`src/rtl/mips16_pkg.sv`:
```
// Shared encodings for the 16-bit MIPS multi-cycle control slice:
// opcodes, functs, ALU codes, mux selects and the control state enum.
package mips16_pkg;

  localparam logic [2:0] OP_R    = 3'b000;
  localparam logic [2:0] OP_SLTI = 3'b001;
  localparam logic [2:0] OP_J    = 3'b010;
  localparam logic [2:0] OP_BNE  = 3'b011;
  localparam logic [2:0] OP_LW   = 3'b100;
  localparam logic [2:0] OP_SW   = 3'b101;
  localparam logic [2:0] OP_BEQ  = 3'b110;
  localparam logic [2:0] OP_ADDI = 3'b111;

  localparam logic [3:0] F_ADD = 4'd0;
  localparam logic [3:0] F_SUB = 4'd1;
  localparam logic [3:0] F_AND = 4'd2;
  localparam logic [3:0] F_OR  = 4'd3;
  localparam logic [3:0] F_SLT = 4'd4;
  localparam logic [3:0] F_JR  = 4'd8;

  localparam logic [2:0] ALU_ADD = 3'b000;
  localparam logic [2:0] ALU_SUB = 3'b001;
  localparam logic [2:0] ALU_AND = 3'b010;
  localparam logic [2:0] ALU_OR  = 3'b011;
  localparam logic [2:0] ALU_SLT = 3'b100;

  localparam logic [1:0] PC_ALU    = 2'b00;
  localparam logic [1:0] PC_ALUOUT = 2'b01;
  localparam logic [1:0] PC_JUMP   = 2'b10;
  localparam logic [1:0] PC_RS     = 2'b11;

  localparam logic [1:0] SRCB_RT     = 2'b00;
  localparam logic [1:0] SRCB_TWO    = 2'b01;
  localparam logic [1:0] SRCB_IMM    = 2'b10;
  localparam logic [1:0] SRCB_IMM_SH = 2'b11;

  typedef enum logic [2:0] {
    S_FETCH  = 3'd0,
    S_DECODE = 3'd1,
    S_EXEC   = 3'd2,
    S_MEM    = 3'd3,
    S_WB     = 3'd4,
    S_BRANCH = 3'd5,
    S_JUMP   = 3'd6,
    S_FAULT  = 3'd7
  } state_t;

  typedef enum logic [1:0] {
    OC_ADD   = 2'd0,
    OC_SLT   = 2'd1,
    OC_RTYPE = 2'd2
  } opclass_t;

endpackage

```
`src/rtl/mips16_alu_decoder.sv`:
```
// Maps {op class, funct} to an ALU control code and flags undefined functs.
// Ports: i_opclass, i_funct in; o_alu_ctrl, o_illegal out.
module mips16_alu_decoder
  import mips16_pkg::*;
#(
  parameter int FUNCT_W = 4,
  parameter int ALUC_W  = 3
) (
  input  opclass_t            i_opclass,
  input  logic [FUNCT_W-1:0]  i_funct,
  output logic [ALUC_W-1:0]   o_alu_ctrl,
  output logic                o_illegal
);

  always_comb begin
    o_alu_ctrl = ALUC_W'(ALU_ADD);
    o_illegal  = 1'b0;
    unique case (i_opclass)
      OC_SLT: o_alu_ctrl = ALUC_W'(ALU_SLT);
      OC_RTYPE: begin
        unique case (1'b1)
          (i_funct == FUNCT_W'(F_ADD)): o_alu_ctrl = ALUC_W'(ALU_ADD);
          (i_funct == FUNCT_W'(F_SUB)): o_alu_ctrl = ALUC_W'(ALU_SUB);
          (i_funct == FUNCT_W'(F_AND)): o_alu_ctrl = ALUC_W'(ALU_AND);
          (i_funct == FUNCT_W'(F_OR)):  o_alu_ctrl = ALUC_W'(ALU_OR);
          (i_funct == FUNCT_W'(F_SLT)): o_alu_ctrl = ALUC_W'(ALU_SLT);
          // jr never reaches EXEC; the code is a don't-care
          (i_funct == FUNCT_W'(F_JR)):  o_alu_ctrl = ALUC_W'(ALU_ADD);
          default:                      o_illegal  = 1'b1;
        endcase
      end
      default: o_alu_ctrl = ALUC_W'(ALU_ADD);
    endcase
  end

endmodule

```
`src/rtl/mips16_multicycle_ctrl.sv`:
```
// Multi-cycle control FSM: sequences fetch/decode/exec/mem/wb with a
// memory-ready watchdog; drives all datapath strobes from state+IR fields.
module mips16_multicycle_ctrl
  import mips16_pkg::*;
#(
  parameter int OPCODE_W = 3,
  parameter int FUNCT_W  = 4,
  parameter int ALUC_W   = 3,
  parameter int WAIT_MAX = 15
) (
  input  logic                clk,
  input  logic                reset,
  input  logic [OPCODE_W-1:0] opcode,
  input  logic [FUNCT_W-1:0]  funct,
  input  logic                imem_ready,
  input  logic                dmem_ready,
  output logic                imem_req,
  output logic                dmem_req,
  output logic                mem_read,
  output logic                mem_write,
  output logic                ir_write,
  output logic                pc_write,
  output logic                pc_write_eq,
  output logic                pc_write_ne,
  output logic [1:0]          pc_src,
  output logic                alu_src_a,
  output logic [1:0]          alu_src_b,
  output logic [ALUC_W-1:0]   alu_ctrl,
  output logic                reg_dst,
  output logic                mem_to_reg,
  output logic                reg_write,
  output logic                instr_done,
  output logic                illegal,
  output logic                fault,
  output logic [2:0]          state
);

  localparam int CW = (WAIT_MAX < 2) ? 1 : $clog2(WAIT_MAX + 1);

  state_t          r_state;
  state_t          w_next;
  logic [CW-1:0]   r_cnt;
  logic            r_fault;

  logic            w_r, w_slti, w_j, w_bne;
  logic            w_lw, w_sw, w_beq, w_jr;
  logic            w_tmo, w_wait;
  opclass_t        w_class;
  logic [ALUC_W-1:0] w_ex_aluc;
  logic            w_bad_funct;

  assign w_r    = opcode == OPCODE_W'(OP_R);
  assign w_slti = opcode == OPCODE_W'(OP_SLTI);
  assign w_j    = opcode == OPCODE_W'(OP_J);
  assign w_bne  = opcode == OPCODE_W'(OP_BNE);
  assign w_lw   = opcode == OPCODE_W'(OP_LW);
  assign w_sw   = opcode == OPCODE_W'(OP_SW);
  assign w_beq  = opcode == OPCODE_W'(OP_BEQ);
  assign w_jr   = w_r && (funct == FUNCT_W'(F_JR));

  assign w_class = w_r    ? OC_RTYPE :
                   w_slti ? OC_SLT   : OC_ADD;

  mips16_alu_decoder #(
    .FUNCT_W (FUNCT_W),
    .ALUC_W  (ALUC_W)
  ) u_alu_dec (
    .i_opclass  (w_class),
    .i_funct    (funct),
    .o_alu_ctrl (w_ex_aluc),
    .o_illegal  (w_bad_funct)
  );

  // Ready arriving on the count==WAIT_MAX cycle still wins over timeout.
  assign w_tmo  = (WAIT_MAX != 0) && (r_cnt == CW'(WAIT_MAX));
  assign w_wait = ((r_state == S_FETCH) && !imem_ready) ||
                  ((r_state == S_MEM)   && !dmem_ready);

  always_ff @(posedge clk) begin
    if (reset) begin
      r_state <= S_FETCH;
      r_cnt   <= '0;
      r_fault <= 1'b0;
    end else begin
      r_state <= w_next;
      r_fault <= r_fault | (w_next == S_FAULT);
      if ((w_next == S_FETCH || w_next == S_MEM) && w_next != r_state)
        r_cnt <= '0;
      else if (w_wait && r_cnt != {CW{1'b1}})
        r_cnt <= r_cnt + CW'(1);
    end
  end

  // Outputs are forced low while reset is high so an in-flight access
  // is dropped in the same cycle reset asserts.
  always_comb begin
    w_next      = r_state;
    imem_req    = 1'b0;
    dmem_req    = 1'b0;
    mem_read    = 1'b0;
    mem_write   = 1'b0;
    ir_write    = 1'b0;
    pc_write    = 1'b0;
    pc_write_eq = 1'b0;
    pc_write_ne = 1'b0;
    pc_src      = PC_ALU;
    alu_src_a   = 1'b0;
    alu_src_b   = SRCB_RT;
    alu_ctrl    = ALUC_W'(ALU_ADD);
    reg_dst     = 1'b0;
    mem_to_reg  = 1'b0;
    reg_write   = 1'b0;
    instr_done  = 1'b0;
    illegal     = 1'b0;
    if (!reset) begin
      unique case (r_state)
        S_FETCH: begin
          imem_req  = 1'b1;
          alu_src_b = SRCB_TWO;
          if (imem_ready) begin
            ir_write = 1'b1;
            pc_write = 1'b1;
            w_next   = S_DECODE;
          end else if (w_tmo) begin
            w_next   = S_FAULT;
          end
        end
        S_DECODE: begin
          alu_src_b = SRCB_IMM_SH;
          if (w_beq || w_bne) begin
            w_next = S_BRANCH;
          end else if (w_j || w_jr) begin
            w_next = S_JUMP;
          end else if (w_r && w_bad_funct) begin
            illegal    = 1'b1;
            instr_done = 1'b1;
            w_next     = S_FETCH;
          end else begin
            w_next = S_EXEC;
          end
        end
        S_EXEC: begin
          alu_src_a = 1'b1;
          alu_src_b = w_r ? SRCB_RT : SRCB_IMM;
          alu_ctrl  = w_ex_aluc;
          w_next    = (w_lw || w_sw) ? S_MEM : S_WB;
        end
        S_MEM: begin
          dmem_req  = 1'b1;
          mem_read  = w_lw;
          mem_write = w_sw;
          if (dmem_ready) begin
            instr_done = w_sw;
            w_next     = w_lw ? S_WB : S_FETCH;
          end else if (w_tmo) begin
            w_next = S_FAULT;
          end
        end
        S_WB: begin
          reg_write  = 1'b1;
          reg_dst    = w_r;
          mem_to_reg = w_lw;
          instr_done = 1'b1;
          w_next     = S_FETCH;
        end
        S_BRANCH: begin
          alu_src_a   = 1'b1;
          alu_src_b   = SRCB_RT;
          alu_ctrl    = ALUC_W'(ALU_SUB);
          pc_src      = PC_ALUOUT;
          pc_write_eq = w_beq;
          pc_write_ne = w_bne;
          instr_done  = 1'b1;
          w_next      = S_FETCH;
        end
        S_JUMP: begin
          pc_write   = 1'b1;
          pc_src     = w_jr ? PC_RS : PC_JUMP;
          instr_done = 1'b1;
          w_next     = S_FETCH;
        end
        S_FAULT: w_next = S_FAULT;
      endcase
    end
  end

  assign fault = r_fault & ~reset;
  assign state = reset ? 3'(S_FETCH) : 3'(r_state);

endmodule

```
`config.mk`:
```
export PLATFORM = sky130hd
export DESIGN_NAME = mips16_multicycle_ctrl
export DESIGN_NICKNAME = d
export VERILOG_FILES = /design/src/rtl/mips16_pkg.sv /design/src/rtl/mips16_alu_decoder.sv /design/src/rtl/mips16_multicycle_ctrl.sv
export SDC_FILE = /design/constraint.sdc
export NUM_CORES = 1
export LEC_CHECK = 0
export ABC_AREA = 1
export CORE_UTILIZATION = 45
export DETAILED_ROUTE_END_ITERATION = 8
export PLACE_DENSITY = 0.95
export SETUP_SLACK_MARGIN = 0.3
export SLEW_MARGIN = 20
export SYNTH_ARGS = -nofsm -noshare
export SYNTH_HDL_FRONTEND = slang
export SYNTH_SLANG_ARGS = --single-unit
```
`constraint.sdc`:
```
create_clock -name clk -period 4.9 [get_ports clk]
set_clock_uncertainty 0.2 [all_clocks]
set_input_delay 0.98 -clock clk [delete_from_list [all_inputs] [get_ports clk]]
set_output_delay 0.98 -clock clk [all_outputs]
set_load 0.005 [all_outputs]
```
==> results.py <==
metrics = {
    "outcome": {
        "outcome": "complete, no violations",
    },
    "worst_setup_path": {
        "setup.worst_path.class": "input port to output pin",
        "timing.critical_path.to": "instr_done",
        "cp_top_family": "buffers and inverters",
        "worstPathArrival_ns": 2.87,
        "worst-path-stages": 7,
        "slowest_cell_delay_on_critical_path_ns": 0.53,
        "worst_setup_path_start_kind": "input port",
        "timing.critical_path.to_type": "output pin",
        "crit_path_cell_trace": "clkdlybuf4s50_1, inv_1, nand3_1, nor2_1, nand3_1, a31oi_1, clkdlybuf4s50_1",
        "reg2reg_from": "r_cnt[0]",
        "worst-path-buf-inv": 3,
        "cp_data_required_time_ns": 3.72,
        "r2r.worst_path.cells": 11,
        "worstSetupStartpoint": "opcode[1]",
        "worst-path-max-fanout": 5,
        "worst_path_max_delay_cell": "sky130_fd_sc_hd__clkdlybuf4s50_1",
        "timing.rr.end": "r_cnt[1]",
        "reg2reg_slack_ns": 3.08,
    },
    "global_routing": {
        "grt_util_met3_pct": 4.00,
        "globalRoute.busiestLayer": "met2",
        "grt_util_met1_pct": 32.7,
        "antenna_found_initial": 0,
        "globalRouteMet2Util_pct": 36.8,
        "first_global_vias": 880,
        "track_usage_pct": 23.4,
        "grt_start_max_net_pins": 15,
        "grt_overflow_total": 0,
        "grt_first_pass_wirelength_um": 3550,
    },
    "power": {
        "vdd.ir_drop.worst_uv": 208,
        "power_leakage_nw": 0.598,
        "power-per-cell-area_mw_per_mm2": 254,
    },
    "clock_network": {
        "cts_made_buffers": 3,
        "max-clock-path-buffers": 2,
        "tritoncts_clock_tree": "yes",
        "post_cts.resized_instances": 0,
        "worst_setup_hold_path_clk_slew_ns": 0.05,
        "worstSkewPairLatency_ns": 0.25,
        "clock-sinks": 8,
        "clockRootBuffer": "sky130_fd_sc_hd__clkbuf_4",
        "h-tree-depth": 1,
        "cts_hold_repair.buffers": 0,
        "postCtsSetupBuffers": 0,
    },
    "synth": {
        "synthTopCellsByArea": "sky130_fd_sc_hd__dfxtp_1 (19%), sky130_fd_sc_hd__nand2_1 (17%), sky130_fd_sc_hd__nor2_1 (15%)",
        "synthesis.nets": 166,
        "ys_ff_latch": 8,
        "edff_count_synth": 0,
        "async_flop_share_pct": 0,
        "yosys_warnings": 0,
        "synth.distinct_cells": 24,
        "netlist_area_um2": 836,
        "syn_area_per_cell_um2": 5.43,
        "synth.largest_area_cell": "sky130_fd_sc_hd__dfxtp_1",
        "proportion_of_netlist_area_held_by_the_largest_area_contributor_pct": 19.2,
        "synth-seq-area-share_pct": 19.2,
        "synth_ff_type": "sky130_fd_sc_hd__dfxtp_1",
        "post_synth_inst_count": 154,
    },
    "timing": {
        "finalHoldViolCount": 0,
        "period_minus_slack_ns": 4.05,
        "tightestPinTransition_ns": 0.492,
        "final-setup-viol-count": 0,
        "final.setup.tns_ns": 0,
        "max_freq_mhz": 247,
        "worst_slew_margin_rel_pct": 67.1,
        "rsz0062_at_grt": "false",
        "count_of_pins_over_their_slew_limit": 0,
        "postLayoutSetupSlackWorst_ns": 0.847,
        "finalCritPeriodShare_pct": 82.7,
    },
    "placed_design": {
        "pre_cts_slack_ns": 0.896,
        "port_buffers": 35,
        "place.gp.congestion": 0.918,
        "dpl-instance-area_mm2": 0.00121,
        "place_hpwl_um": 1850,
        "dp_cells": 213,
    },
    "die": {
        "initial_utilization_pct": 48.4,
        "design.core.area_mm2": 0.00173,
        "fp.dieW_um": 45.1,
        "row_count": 15,
        "fp.dieH_um": 45.1,
        "boundaryPins": 36,
        "die_area_mm2": 0.00203,
    },
    "drt": {
        "routed_wirelength_um": 2270,
        "drc": 0,
        "final_antenna_net_count": 0,
        "route.detailed.wl_per_inst_um": 10.5,
        "vias": 1113,
        "post_drt_via_cell_ratio": 5.15,
        "drt_iter0_markers": 44,
        "dr.pass1.iters": 4,
    },
    "finish": {
        "antenna-diode-count": 0,
        "drive_gt1_share_pct": 7.85,
        "nNetsFinal": 205,
        "final_common_cell": "sky130_fd_sc_hd__nand2_1",
        "synthToLayoutAreaGrowth_pct": 47.9,
        "leading_cell_types_in_the_layout_fill_and_taps_excluded": "sky130_fd_sc_hd__nand2_1 (37), sky130_fd_sc_hd__clkdlybuf4s50_1 (35), sky130_fd_sc_hd__nor2_1 (34)",
        "layout.cells.non_filler": 216,
        "design_area_mm2": 0.00124,
    },
    "run": {
        "cap_violations": 0,
    },
    "hold_path": {
        "worst_hold_path_type": "flop to flop",
    },
}
synth_stat cells (2+ instances only):
| library cell | number |
|---|---|
| sky130_fd_sc_hd__xor2_1 | 2 |
| sky130_fd_sc_hd__inv_2 | 4 |
| sky130_fd_sc_hd__nand2_1 | 37 |
| sky130_fd_sc_hd__nor4_1 | 2 |
| sky130_fd_sc_hd__a21oi_1 | 2 |
| sky130_fd_sc_hd__dfxtp_1 | 8 |
| sky130_fd_sc_hd__inv_1 | 23 |
| sky130_fd_sc_hd__nor2_1 | 34 |
| sky130_fd_sc_hd__nand3_1 | 19 |
| sky130_fd_sc_hd__nor3_1 | 3 |
| sky130_fd_sc_hd__nand4_1 | 2 |
| sky130_fd_sc_hd__nor2_2 | 3 |
| sky130_fd_sc_hd__nand2_2 | 2 |
| sky130_fd_sc_hd__o31ai_1 | 2 |
| sky130_fd_sc_hd__nand3b_1 | 2 |
worst reg2reg max path: cells and delay by family, from the launching register on:
family / cells / cell delay [ns]
buf+inv: 1 / 0.04
flops: 1 / 0.33
simple gates: 9 / 0.92
fa+ha+maj: 1 / 0.22
worst min path at each step:
| stage | endpoint | depth (start not counted) | start |
|---|---|---|---|
| 3_5_place_dp | r_cnt[3] | 3 | r_cnt[3] |
| 4_1_cts | r_cnt[3] | 3 | r_cnt[3] |
| 6_report | r_cnt[3] | 3 | r_cnt[3] |
| 2_1_floorplan | r_cnt[3] | 3 | r_cnt[3] |
| 3_3_place_gp | r_cnt[3] | 3 | r_cnt[3] |
| 5_1_grt | r_cnt[3] | 3 | r_cnt[3] |
through the flow:
step / hold WS (ns) / util (%) / total power [mW]
6_report: 0.335 / 71.6 / 0.314
5_1_grt: 0.381 / 71.6 / 0.339
4_1_cts: 0.338 / 71.6 / 0.315
3_5_place_dp: 0.324 / 70.3 / 0.264
3_3_place_gp: 0.317 / 70.3 / 0.258
2_1_floorplan: 0.301 / - / 0.200
state kept, by name, indices dropped and copies added (netlist names):
register	flops
r_fault	1
r_state	3
r_cnt	4
kinds of logic (layout without fill, tap and decap cells):
family,Yosys count,count (layout),synth area share [%]
XOR/XNOR,3,3,3.14
AND/OR/NAND/NOR,106,106,56.3
adder cells (fa/ha/maj),1,1,1.50
flip-flops,8,8,19.2
buffers and inverters,28,65,12.6
AO/OA/AOI/OAI,8,8,7.34
power by group:
part,internal [mW],switching [mW]
clock network,0.0279,0.0207
registers,0.0753,0.0159
logic,0.0758,0.0984
total,0.179,0.135
layout make-up:
type	count	area [um2]
multi-input combinational	118	571
inverter	27	101
sequential	8	160
clock buffer	3	22.5
tap	25	31.3
timing repair buffer	35	350
fill	151	490
layer usage:
metal	up-vias	wire length, um
met5	-	0
met4	0	0
met3	0	206
met2	58	1080
met1	486	991
li1	569	-
Note: power is estimated with default switching activity, not from simulation.
